==> config.mk <==
export PLATFORM = sky130hd
export DESIGN_NAME = mp3_stream_feeder_flat
export DESIGN_NICKNAME = d
export VERILOG_FILES = /design/src/rtl/mp3_stream_feeder_if.sv /design/src/rtl/mp3_stream_feeder.sv /design/src/flat_wrapper.sv
export SDC_FILE = /design/constraint.sdc
export NUM_CORES = 1
export LEC_CHECK = 0
export ABC_CLOCK_PERIOD_IN_PS = 2300
export CAP_MARGIN = 5
export CORE_MARGIN = 4
export CORE_UTILIZATION = 41
export DETAILED_ROUTE_END_ITERATION = 8
export GPL_TIMING_DRIVEN = 0
export HOLD_SLACK_MARGIN = 0.12
export PLACE_DENSITY = 0.71
export SETUP_SLACK_MARGIN = 0.2
export SLEW_MARGIN = 20
export SYNTH_ARGS = -nofsm -noshare
export SYNTH_HDL_FRONTEND = slang
export SYNTH_SLANG_ARGS = --single-unit
==> constraint.sdc <==
create_clock -name MP3_SCLK -period 2.3 [get_ports MP3_SCLK]
set_clock_uncertainty 0.05 [all_clocks]
set_input_delay 0.69 -clock MP3_SCLK [delete_from_list [all_inputs] [get_ports MP3_SCLK]]
set_output_delay 0.69 -clock MP3_SCLK [all_outputs]
set_load 0.01 [all_outputs]
==> src/rtl/mp3_stream_feeder_if.sv <==
// Song-ROM read port and VS1003 SDI pins shared by the stream feeder and its surroundings.
interface mp3_stream_feeder_if #(
    parameter int unsigned ADDR_W = 16
);
    logic [ADDR_W-1:0] ROM_ADDR;
    logic [7:0]        ROM_DATA;
    logic              MP3_DREQ;
    logic              MP3_XDCS;
    logic              MP3_DCLK;
    logic              MP3_SI;

    modport master (
        output ROM_ADDR,
        output MP3_XDCS,
        output MP3_DCLK,
        output MP3_SI,
        input  ROM_DATA,
        input  MP3_DREQ
    );

    modport slave (
        input  ROM_ADDR,
        input  MP3_XDCS,
        input  MP3_DCLK,
        input  MP3_SI,
        output ROM_DATA,
        output MP3_DREQ
    );
endinterface

==> src/rtl/mp3_stream_feeder.sv <==
// Streams song-ROM bytes into the VS1003 SDI port in DREQ-gated chunks, MSB first,
// pausing only at byte boundaries.
module mp3_stream_feeder #(
    parameter int unsigned       ADDR_W   = 16,
    parameter logic [ADDR_W-1:0] END_ADDR = 16'hFFFF,
    parameter int unsigned       CHUNK    = 32
) (
    input  logic                 MP3_SCLK,
    input  logic                 RESET,
    input  logic                 IS_SUSPENDING,
    mp3_stream_feeder_if.master  bus,
    output logic                 SONG_DONE
);
    localparam int unsigned CntW = (CHUNK > 1) ? $clog2(CHUNK) : 1;

    typedef enum logic [2:0] {StIdle, StWait, StFetch, StLoad, StShift} state_e;

    state_e            state_q, state_d;
    logic [3:0]        k_q, k_d;
    logic [CntW-1:0]   cnt_q, cnt_d;
    logic [7:0]        sr_q, sr_d;
    logic [ADDR_W-1:0] addr_q, addr_d;
    logic              xdcs_q, xdcs_d;
    logic              dclk_q, dclk_d;
    logic              si_q, si_d;
    logic              done_q, done_d;
    logic              last_in_chunk;
    logic              at_end;

    assign last_in_chunk = (cnt_q == CntW'(CHUNK - 1));
    assign at_end        = (addr_q == END_ADDR);

    always_ff @(posedge MP3_SCLK) begin
        if (RESET) begin
            state_q <= StIdle;
            k_q     <= '0;
            cnt_q   <= '0;
            sr_q    <= '0;
            addr_q  <= '0;
            xdcs_q  <= 1'b1;
            dclk_q  <= 1'b0;
            si_q    <= 1'b0;
            done_q  <= 1'b0;
        end else begin
            state_q <= state_d;
            k_q     <= k_d;
            cnt_q   <= cnt_d;
            sr_q    <= sr_d;
            addr_q  <= addr_d;
            xdcs_q  <= xdcs_d;
            dclk_q  <= dclk_d;
            si_q    <= si_d;
            done_q  <= done_d;
        end
    end

    // Next values are computed for the cycle being entered, so every pin comes straight off a flop.
    always_comb begin
        state_d = state_q;
        k_d     = k_q;
        cnt_d   = cnt_q;
        sr_d    = sr_q;
        addr_d  = addr_q;
        xdcs_d  = xdcs_q;
        dclk_d  = 1'b0;
        si_d    = 1'b0;
        done_d  = 1'b0;

        unique case (state_q)
            StIdle: begin
                xdcs_d  = 1'b1;
                state_d = StWait;
            end
            StWait: begin
                xdcs_d = 1'b1;
                if (!IS_SUSPENDING && bus.MP3_DREQ) begin
                    state_d = StFetch;
                end
            end
            StFetch: begin
                xdcs_d  = 1'b0;
                state_d = StLoad;
            end
            StLoad: begin
                xdcs_d  = 1'b0;
                sr_d    = bus.ROM_DATA;
                si_d    = bus.ROM_DATA[7];
                k_d     = 4'd0;
                state_d = StShift;
            end
            StShift: begin
                xdcs_d = 1'b0;
                if (k_q != 4'd15) begin
                    k_d    = k_q + 4'd1;
                    dclk_d = ~k_q[0];
                    // Advance to the next bit only after the high half, so SI spans low+high.
                    if (k_q[0]) begin
                        sr_d = {sr_q[6:0], 1'b0};
                        si_d = sr_q[6];
                    end else begin
                        si_d = si_q;
                    end
                end else begin
                    done_d = at_end;
                    addr_d = at_end ? '0 : addr_q + ADDR_W'(1);
                    cnt_d  = last_in_chunk ? '0 : cnt_q + CntW'(1);
                    if (last_in_chunk || IS_SUSPENDING) begin
                        xdcs_d  = 1'b1;
                        state_d = StWait;
                    end else begin
                        state_d = StFetch;
                    end
                end
            end
            default: begin
                xdcs_d  = 1'b1;
                state_d = StIdle;
            end
        endcase
    end

    assign bus.ROM_ADDR = addr_q;
    assign bus.MP3_XDCS = xdcs_q;
    assign bus.MP3_DCLK = dclk_q;
    assign bus.MP3_SI   = si_q;
    assign SONG_DONE    = done_q;
endmodule

==> src/flat_wrapper.sv <==
// flat-port wrapper written by rule: the top's interface ports become plain ports
module mp3_stream_feeder_flat 
#(
    parameter int unsigned       ADDR_W   = 16,
    parameter logic [ADDR_W-1:0] END_ADDR = 16'hFFFF,
    parameter int unsigned       CHUNK    = 32
)
  (MP3_SCLK, RESET, IS_SUSPENDING, SONG_DONE, bus_ROM_ADDR, bus_MP3_XDCS, bus_MP3_DCLK, bus_MP3_SI, bus_ROM_DATA, bus_MP3_DREQ);
  mp3_stream_feeder_if #(.ADDR_W(ADDR_W)) bus_i ();
  input  logic MP3_SCLK;
  input  logic RESET;
  input  logic IS_SUSPENDING;
  output logic SONG_DONE;
  output wire logic [$bits(bus_i.ROM_ADDR)-1:0] bus_ROM_ADDR;
  output wire logic [$bits(bus_i.MP3_XDCS)-1:0] bus_MP3_XDCS;
  output wire logic [$bits(bus_i.MP3_DCLK)-1:0] bus_MP3_DCLK;
  output wire logic [$bits(bus_i.MP3_SI)-1:0] bus_MP3_SI;
  input wire logic [$bits(bus_i.ROM_DATA)-1:0] bus_ROM_DATA;
  input wire logic [$bits(bus_i.MP3_DREQ)-1:0] bus_MP3_DREQ;
  assign bus_ROM_ADDR = bus_i.ROM_ADDR;
  assign bus_MP3_XDCS = bus_i.MP3_XDCS;
  assign bus_MP3_DCLK = bus_i.MP3_DCLK;
  assign bus_MP3_SI = bus_i.MP3_SI;
  assign bus_i.ROM_DATA = bus_ROM_DATA;
  assign bus_i.MP3_DREQ = bus_MP3_DREQ;
  mp3_stream_feeder #(.ADDR_W(ADDR_W), .END_ADDR(END_ADDR), .CHUNK(CHUNK)) u_core (.MP3_SCLK(MP3_SCLK), .RESET(RESET), .IS_SUSPENDING(IS_SUSPENDING), .bus(bus_i), .SONG_DONE(SONG_DONE));
endmodule
==> flow_metrics.env, run 1 <==
export IMPL_status="finished clean"
export IMPL_layout_commonest_cell="clkdlybuf4s50_1"
export IMPL_fmax_ghz=0.486
export IMPL_powerDensity_nw_per_um2=524
export IMPL_die_w_um=75.4
export IMPL_antenna_found_initial=0
export IMPL_htree_levels=2
export IMPL_fin_crit_ns=2.06
export IMPL_drt_iter0_drc=116
export IMPL_highest_layer="met4"
export IMPL_cts_buffers=5
export IMPL_ff2ff_path_depth=6
export IMPL_vias=1781
export IMPL_cp_slowest_stage_delay_ns=0.58
export IMPL_gp_congestion=0.799
export IMPL_p_int_mw=1.00
export IMPL_portBuffers=31
export IMPL_syn_to_final_growth_pct=30.8
export IMPL_layout_cells_non_filler=309
export IMPL_clockPowerShare_pct=39.6
export IMPL_slew_viol_final=0
export IMPL_swShare_pct=21.7
export IMPL_syn_cell_area_sq_um=1860
export IMPL_yosys_warnings=0
export IMPL_hold_viol=0
export IMPL_grt_pass1_vias=1606
export IMPL_cp_arrival_ns=1.32
export IMPL_vdd_ir_drop_worst_uv=438
export IMPL_crit_end="bus_ROM_ADDR[2]"
export IMPL_min_path_type="reg2reg"
export IMPL_worst_pin_slew_ns=0.559
export IMPL_most_common_layout_cells="clkdlybuf4s50_1 (31), nor2_1 (29), dfxtp_1 (29), o21ai_0 (15), a21oi_1 (15)"
export IMPL_fin_nets=272
export IMPL_cts_root_buf="clkbuf_8"
export IMPL_ys_seq_elements=39
export IMPL_synth_area_per_cell_sq_um=8.59
export IMPL_seq_power_share_pct=54.1
export IMPL_fin_area_sq_um=2440
export IMPL_netlist_instances=217
export IMPL_finalCritPeriodShare_pct=89.5
export IMPL_power_leakage_nw=0.907
export IMPL_wl_per_cell_um=14.1
export IMPL_grt_pass1_wl_um=7390
export IMPL_gr_total_overflow=0
export IMPL_worstPathCellList="clkdlybuf4s50_1"
export IMPL_cts_tree="built"
export IMPL_synth_distinct_cells=43
export IMPL_clock_path_buffers=2
export IMPL_rows=24
export IMPL_rsz0062_at_grt="true"
export IMPL_cp_depth=1
export IMPL_numClockSinks=39
export IMPL_async_reset_ff_share_pct=0
export IMPL_firstDrtPassIters=4
export IMPL_setup_viol=0
export IMPL_crit_type="reg2out"
export IMPL_dp_hpwl_um=3110
export IMPL_cp_required_ns=1.56
export IMPL_initial_utilization_pct=42.5
export IMPL_ant_nets=0
export IMPL_coreArea_sq_um=4380
export IMPL_post_route_drc_count=0
export IMPL_die_y_um=75.4
export IMPL_wl_met1_um=2000
export IMPL_met2_length_um=2140
export IMPL_io_pins=32
export IMPL_slew_headroom_pct=62.7
export IMPL_crit_start="u_core.bus.ROM_ADDR[2]"
export IMPL_yosysSeqAreaShare_pct=41.9
export IMPL_n_antenna_cell=0
export IMPL_r2r_setup_slack_ns=0.31
export IMPL_p_switching_mw=0.278
export IMPL_combPwrFrac_pct=6.3
export IMPL_clock_latency_ns=0.29
export IMPL_ys_flop_type="dfxtp_1"
export IMPL_synth_edff_count=0
export IMPL_drive_gt1_share_pct=13.2
export IMPL_grt_start_max_net_pins=12
export IMPL_r2r_start="u_core.state_q[0]"
export IMPL_vias_per_cell=5.76
export IMPL_critPathTopFamily="buffers and inverters"
export IMPL_placed_area_sq_um=2240
export IMPL_worst_path_max_fanout=6
export IMPL_final_util_pct=55.6
export IMPL_critPathLaunchType="register"
export IMPL_dieArea_sq_um=5690
export IMPL_grt_use_total_pct=16.8
export IMPL_synth_nets=233
export IMPL_dpl_cell_count=300
export IMPL_max_cap_viol_count=0
export IMPL_path_buf_inv=1
export IMPL_met3_length_um=164
export IMPL_power_mw=1.28
export IMPL_path_clk_slew_ns=0.08
export IMPL_reg2reg_to="u_core.bus.ROM_ADDR[10]"
export IMPL_end_kind="output pin"
export IMPL_routed_wl_um=4340
export IMPL_cp_slowest_cell="clkdlybuf4s50_1"
export IMPL_hold_buffers=0
==> synth_stat cells, types with 2 or more instances <==
cell / instances / share of area [%]
inv_1: 5 / 1.0
clkbuf_1: 6 / 1.2
ha_1: 4 / 2.7
or3_1: 6 / 2.0
o21ai_0: 15 / 4.0
dfxtp_1: 39 / 42
nor4_1: 7 / 2.4
nand2_1: 9 / 1.8
a21oi_1: 15 / 4.0
nor3_1: 5 / 1.3
nand3_1: 10 / 2.7
mux2i_1: 6 / 3.2
and3_1: 4 / 1.3
a21boi_0: 2 / 0.81
nor2_1: 29 / 5.8
or4_1: 4 / 1.6
xnor2_1: 6 / 2.8
a31oi_1: 3 / 1.0
nand4_1: 6 / 2.0
o211a_1: 6 / 3.2
nor3b_1: 8 / 3.2
==> what timing repair did <==
| item | in CTS | in global routing |
|---|---|---|
| gates resized for setup | 9 | 21 |
| setup endpoints to repair | 19 | 36 |
| setup buffers | 1 | 0 |
| pin swaps | 1 | 0 |
==> final cells by class <==
cell class                      instances  area, sq um
Buffer                                 10         62.6
Multi-Input combinational cell        163         1080
Tap cell                               52         65.1
Inverter                                5         18.8
Timing Repair Buffer                   32          318
Clock buffer                            8          100
Sequential cell                        39          793
Fill cell                             403         1950
==> cell families (layout without fill, tap and decap cells) <==
family	count (synthesis)	after routing	share of synthesized area, %
adder cells (fa/ha/maj)	4	4	2.69
flip-flops	39	39	41.9
multiplexers	6	6	3.22
buffers and inverters	15	55	3.56
AO/OA/AOI/OAI	48	48	16.1
AND/OR/NAND/NOR	98	98	29.2
XOR/XNOR	7	7	3.29
==> power groups by stage <==
| stage | clock [mW] | sequential (mW) | combinational (mW) |
|---|---|---|---|
| after floorplan | 0 | 0.706 | 0.0408 |
| after global placement | 0 | 0.706 | 0.0775 |
| after detailed placement | 0 | 0.706 | 0.0783 |
| after CTS | 0.518 | 0.691 | 0.0794 |
| after global routing | 0.550 | 0.692 | 0.0882 |
| final | 0.506 | 0.691 | 0.0804 |
==> worst min-delay path, stage by stage, from the launching register on <==
cell     delay [ns]
dfxtp_1        0.31
o21ai_0        0.07
a21oi_1        0.06
==> registers in the layout, summed over array words and instances (netlist names) <==
| signal | cells |
|---|---|
| u_core.k_q | 4 |
| u_core.cnt_q | 5 |
| u_core.bus.MP3_XDCS | 1 |
| u_core.bus.ROM_ADDR | 16 |
| u_core.bus.MP3_SI | 1 |
| u_core.SONG_DONE | 1 |
| u_core.state_q | 3 |
| u_core.bus.MP3_DCLK | 1 |
| u_core.sr_q | 7 |
==> metal layers <==
metal | global-route usage [%] | vias to the layer above
li1 | - | 883
met1 | 22.3 | 863
met2 | 26.6 | 30
met3 | 5.28 | 5
met4 | 4.27 | 0
met5 | 0 | -
==> how the worst min path moves through the flow <==
| stage | startpoint | endpoint | slack [ns] | depth (start not counted) |
|---|---|---|---|---|
| after detailed placement | u_core.k_q[1] | u_core.k_q[1] | 0.42 | 2 |
| after global routing | u_core.sr_q[2] | u_core.sr_q[2] | 0.47 | 1 |
| after floorplan | u_core.k_q[1] | u_core.k_q[1] | 0.40 | 2 |
| final | u_core.sr_q[0] | u_core.sr_q[0] | 0.43 | 2 |
| after CTS | u_core.k_q[1] | u_core.k_q[1] | 0.43 | 2 |
| after global placement | u_core.k_q[1] | u_core.k_q[1] | 0.42 | 2 |
==> stage by stage <==
step                      hold slack [ns]  setup TNS (ns)  setup slack (ns)
final                               0.433               0             0.241
after global placement              0.416          -0.985           -0.0928
after detailed placement            0.417           -1.02           -0.0941
after floorplan                     0.399               0             0.299
after global routing                0.469               0             0.181
after CTS                           0.427               0             0.214
Note: power is estimated with default switching activity, not from simulation.
==> run 2, diff against run 1 <==
Settings changed: ABC_AREA set to 1, ABC_CLOCK_PERIOD_IN_PS 2300 to unset, CORE_MARGIN 4 to 3.
==> run 2 against run 1 <==
Compared with the run above:
- global-route usage shrank 0.18 points
- core utilization shrank 1.3 points
- worst hold slack lost 0.030 ns
- flip-flop and latch count is the same
- count of clock-buffer cells in the layout shrank 2
- via count grew 2.1%
- synthesized area grew 3.5%
- total power grew 14%
- design area shrank 1.0%
- largest cell class unchanged
==> flow_metrics.env, run 2 <==
export IMPL_post_cts_setup_buffers=0
export IMPL_clockPowerShare_pct=41.1
export IMPL_power_mw=1.46
export IMPL_cp_slowest_stage_delay_ns=0.57
export IMPL_setup_viol=0
export IMPL_worst_pin_slew_ns=0.553
export IMPL_path_buf_inv=1
export IMPL_io_pins=32
export IMPL_cts_root_buf="clkbuf_8"
export IMPL_critPathLaunchType="register"
export IMPL_yosys_area_top_type="dfxtp_1"
export IMPL_ys_flop_type="dfxtp_1"
export IMPL_die_y_um=74.6
export IMPL_slew_headroom_pct=63.1
export IMPL_async_reset_ff_share_pct=0
export IMPL_cp_arrival_ns=1.29
export IMPL_place_ws_ns=0.358
export IMPL_antenna_found_initial=0
export IMPL_ys_seq_elements=39
export IMPL_p_switching_mw=0.350
export IMPL_htree_levels=2
export IMPL_path_clk_slew_ns=0.08
export IMPL_grt_use_total_pct=16.6
export IMPL_initial_utilization_pct=43.4
export IMPL_firstDrtPassIters=4
export IMPL_rsz0062_at_grt="false"
export IMPL_drt_iter0_drc=70
export IMPL_slew_viol_final=0
export IMPL_grt_pass1_vias=1646
export IMPL_min_path_type="reg2reg"
export IMPL_synth_most_common_cell="nand2_1"
export IMPL_yosys_warnings=0
export IMPL_fin_crit_ns=2.03
export IMPL_power_leakage_nw=1.01
export IMPL_clock_latency_ns=0.29
export IMPL_synth_top_cell_area_share_pct=40.5
export IMPL_synth_distinct_cells=26
export IMPL_placed_area_sq_um=2290
export IMPL_vias_per_cell=4.87
export IMPL_setup_ws_ns=0.274
export IMPL_numClockSinks=39
export IMPL_critPathTopFamily="buffers and inverters"
export IMPL_cts_buffers=5
export IMPL_n_antenna_cell=0
export IMPL_dp_hpwl_um=3090
export IMPL_synth_edff_count=0
export IMPL_dieArea_sq_um=5560
export IMPL_syn_to_final_growth_pct=25.0
export IMPL_worstPathCellList="clkdlybuf4s50_1"
export IMPL_gp_congestion=0.830
export IMPL_cts_tree="built"
export IMPL_hold_viol=0
export IMPL_whs_ns=0.404
export IMPL_hold_buffers=0
export IMPL_fin_nets=336
export IMPL_coreArea_sq_um=4440
export IMPL_dpl_cell_count=365
export IMPL_largest_reg_flops=16
export IMPL_synth_commonest_cells="nand2_1 (74), nor2_1 (45), dfxtp_1 (39), inv_1 (31), nand3_1 (28)"
export IMPL_portBuffers=30
export IMPL_p_int_mw=1.11
export IMPL_gr_total_overflow=0
export IMPL_syn_cell_area_sq_um=1930
export IMPL_end_kind="output pin"
export IMPL_ant_nets=0
export IMPL_rows=24
export IMPL_vias=1818
export IMPL_layout_cells_non_filler=373
export IMPL_grt_start_max_net_pins=13
export IMPL_cp_slowest_cell="clkdlybuf4s50_1"
export IMPL_combPwrFrac_pct=10.2
export IMPL_wl_per_cell_um=11.6
export IMPL_crit_type="reg2out"
export IMPL_final_util_pct=54.3
export IMPL_drive_gt1_share_pct=6.85
export IMPL_yosysSeqAreaShare_pct=40.5
export IMPL_cp_required_ns=1.56
export IMPL_die_w_um=74.6
export IMPL_routed_wl_um=4330
export IMPL_yosys_top_cells_area="dfxtp_1 (40%), nand2_1 (14%), nor2_1 (8.8%)"
export IMPL_post_route_drc_count=0
export IMPL_most_common_layout_cells="nand2_1 (74), nor2_1 (45), dfxtp_1 (39), inv_1 (31), clkdlybuf4s50_1 (30)"
export IMPL_cts_resized=0
export IMPL_vdd_ir_drop_worst_uv=274
export IMPL_setup_tns_ns=0
export IMPL_fin_area_sq_um=2410
export IMPL_netlist_instances=283
export IMPL_synth_nets=299
export IMPL_layout_commonest_cell="nand2_1"
export IMPL_clock_path_buffers=2
export IMPL_powerDensity_nw_per_um2=605
export IMPL_seq_power_share_pct=48.8
export IMPL_worst_path_max_fanout=6
export IMPL_status="finished clean"
export IMPL_synth_area_per_cell_sq_um=6.81
export IMPL_finalCritPeriodShare_pct=88.1
export IMPL_max_cap_viol_count=0
export IMPL_r2r_setup_slack_ns=0.55
export IMPL_fmax_ghz=0.493
export IMPL_grt_pass1_wl_um=7220
export IMPL_swShare_pct=24.0
[run 2: power groups by stage]
stage	registers, mW	clock network, mW	logic, mW
final	0.711	0.599	0.148
after global routing	0.713	0.626	0.165
after CTS	0.710	0.604	0.148
after detailed placement	0.726	0	0.147
after global placement	0.725	0	0.144
after floorplan	0.725	0	0.0999
[run 2: layout make-up]
| cell class | count | area [sq um] |
|---|---|---|
| inverter | 32 | 120 |
| timing repair buffer | 30 | 300 |
| clock inverter | 2 | 35.0 |
| sequential | 39 | 781 |
| clock buffer | 6 | 82.6 |
| multi-input combinational | 207 | 993 |
| fill | 449 | 2030 |
| buffer | 5 | 33.8 |
| tap | 52 | 65.1 |
[run 2: cell families (layout without fill, tap and decap cells)]
kind of cell,after synthesis,count (layout),share of synthesized area (%)
and+or+nand+nor,167,167,37.9
AOI/OAI and AO/OA,29,29,7.85
DFF,39,39,40.5
buffers and inverters,37,75,7.98
xor gates and xnor gates,7,7,3.18
adders and majority gates,4,4,2.60
[run 2: path summary, 6_finish.rpt]
check,from,cells past startpoint,end
setup reg to reg,u_core.k_q[0],6,u_core.bus.ROM_ADDR[5]
hold reg to reg,u_core.bus.MP3_SI,2,u_core.bus.MP3_SI
hold / removal,u_core.bus.MP3_SI,2,u_core.bus.MP3_SI
setup / recovery,u_core.bus.ROM_ADDR[10],1,bus_ROM_ADDR[10]
[run 2: per-layer routing]
layer / vias up / wire length, um / share of wire (%) / global-route usage, %
met5: - / 0 / 0 / 0
met4: 0 / 65 / 1.5 / 5.34
met3: 8 / 149 / 3.4 / 2.84
met2: 32 / 1900 / 44 / 26.4
met1: 812 / 2220 / 51 / 22.9
li1: 966 / - / - / -
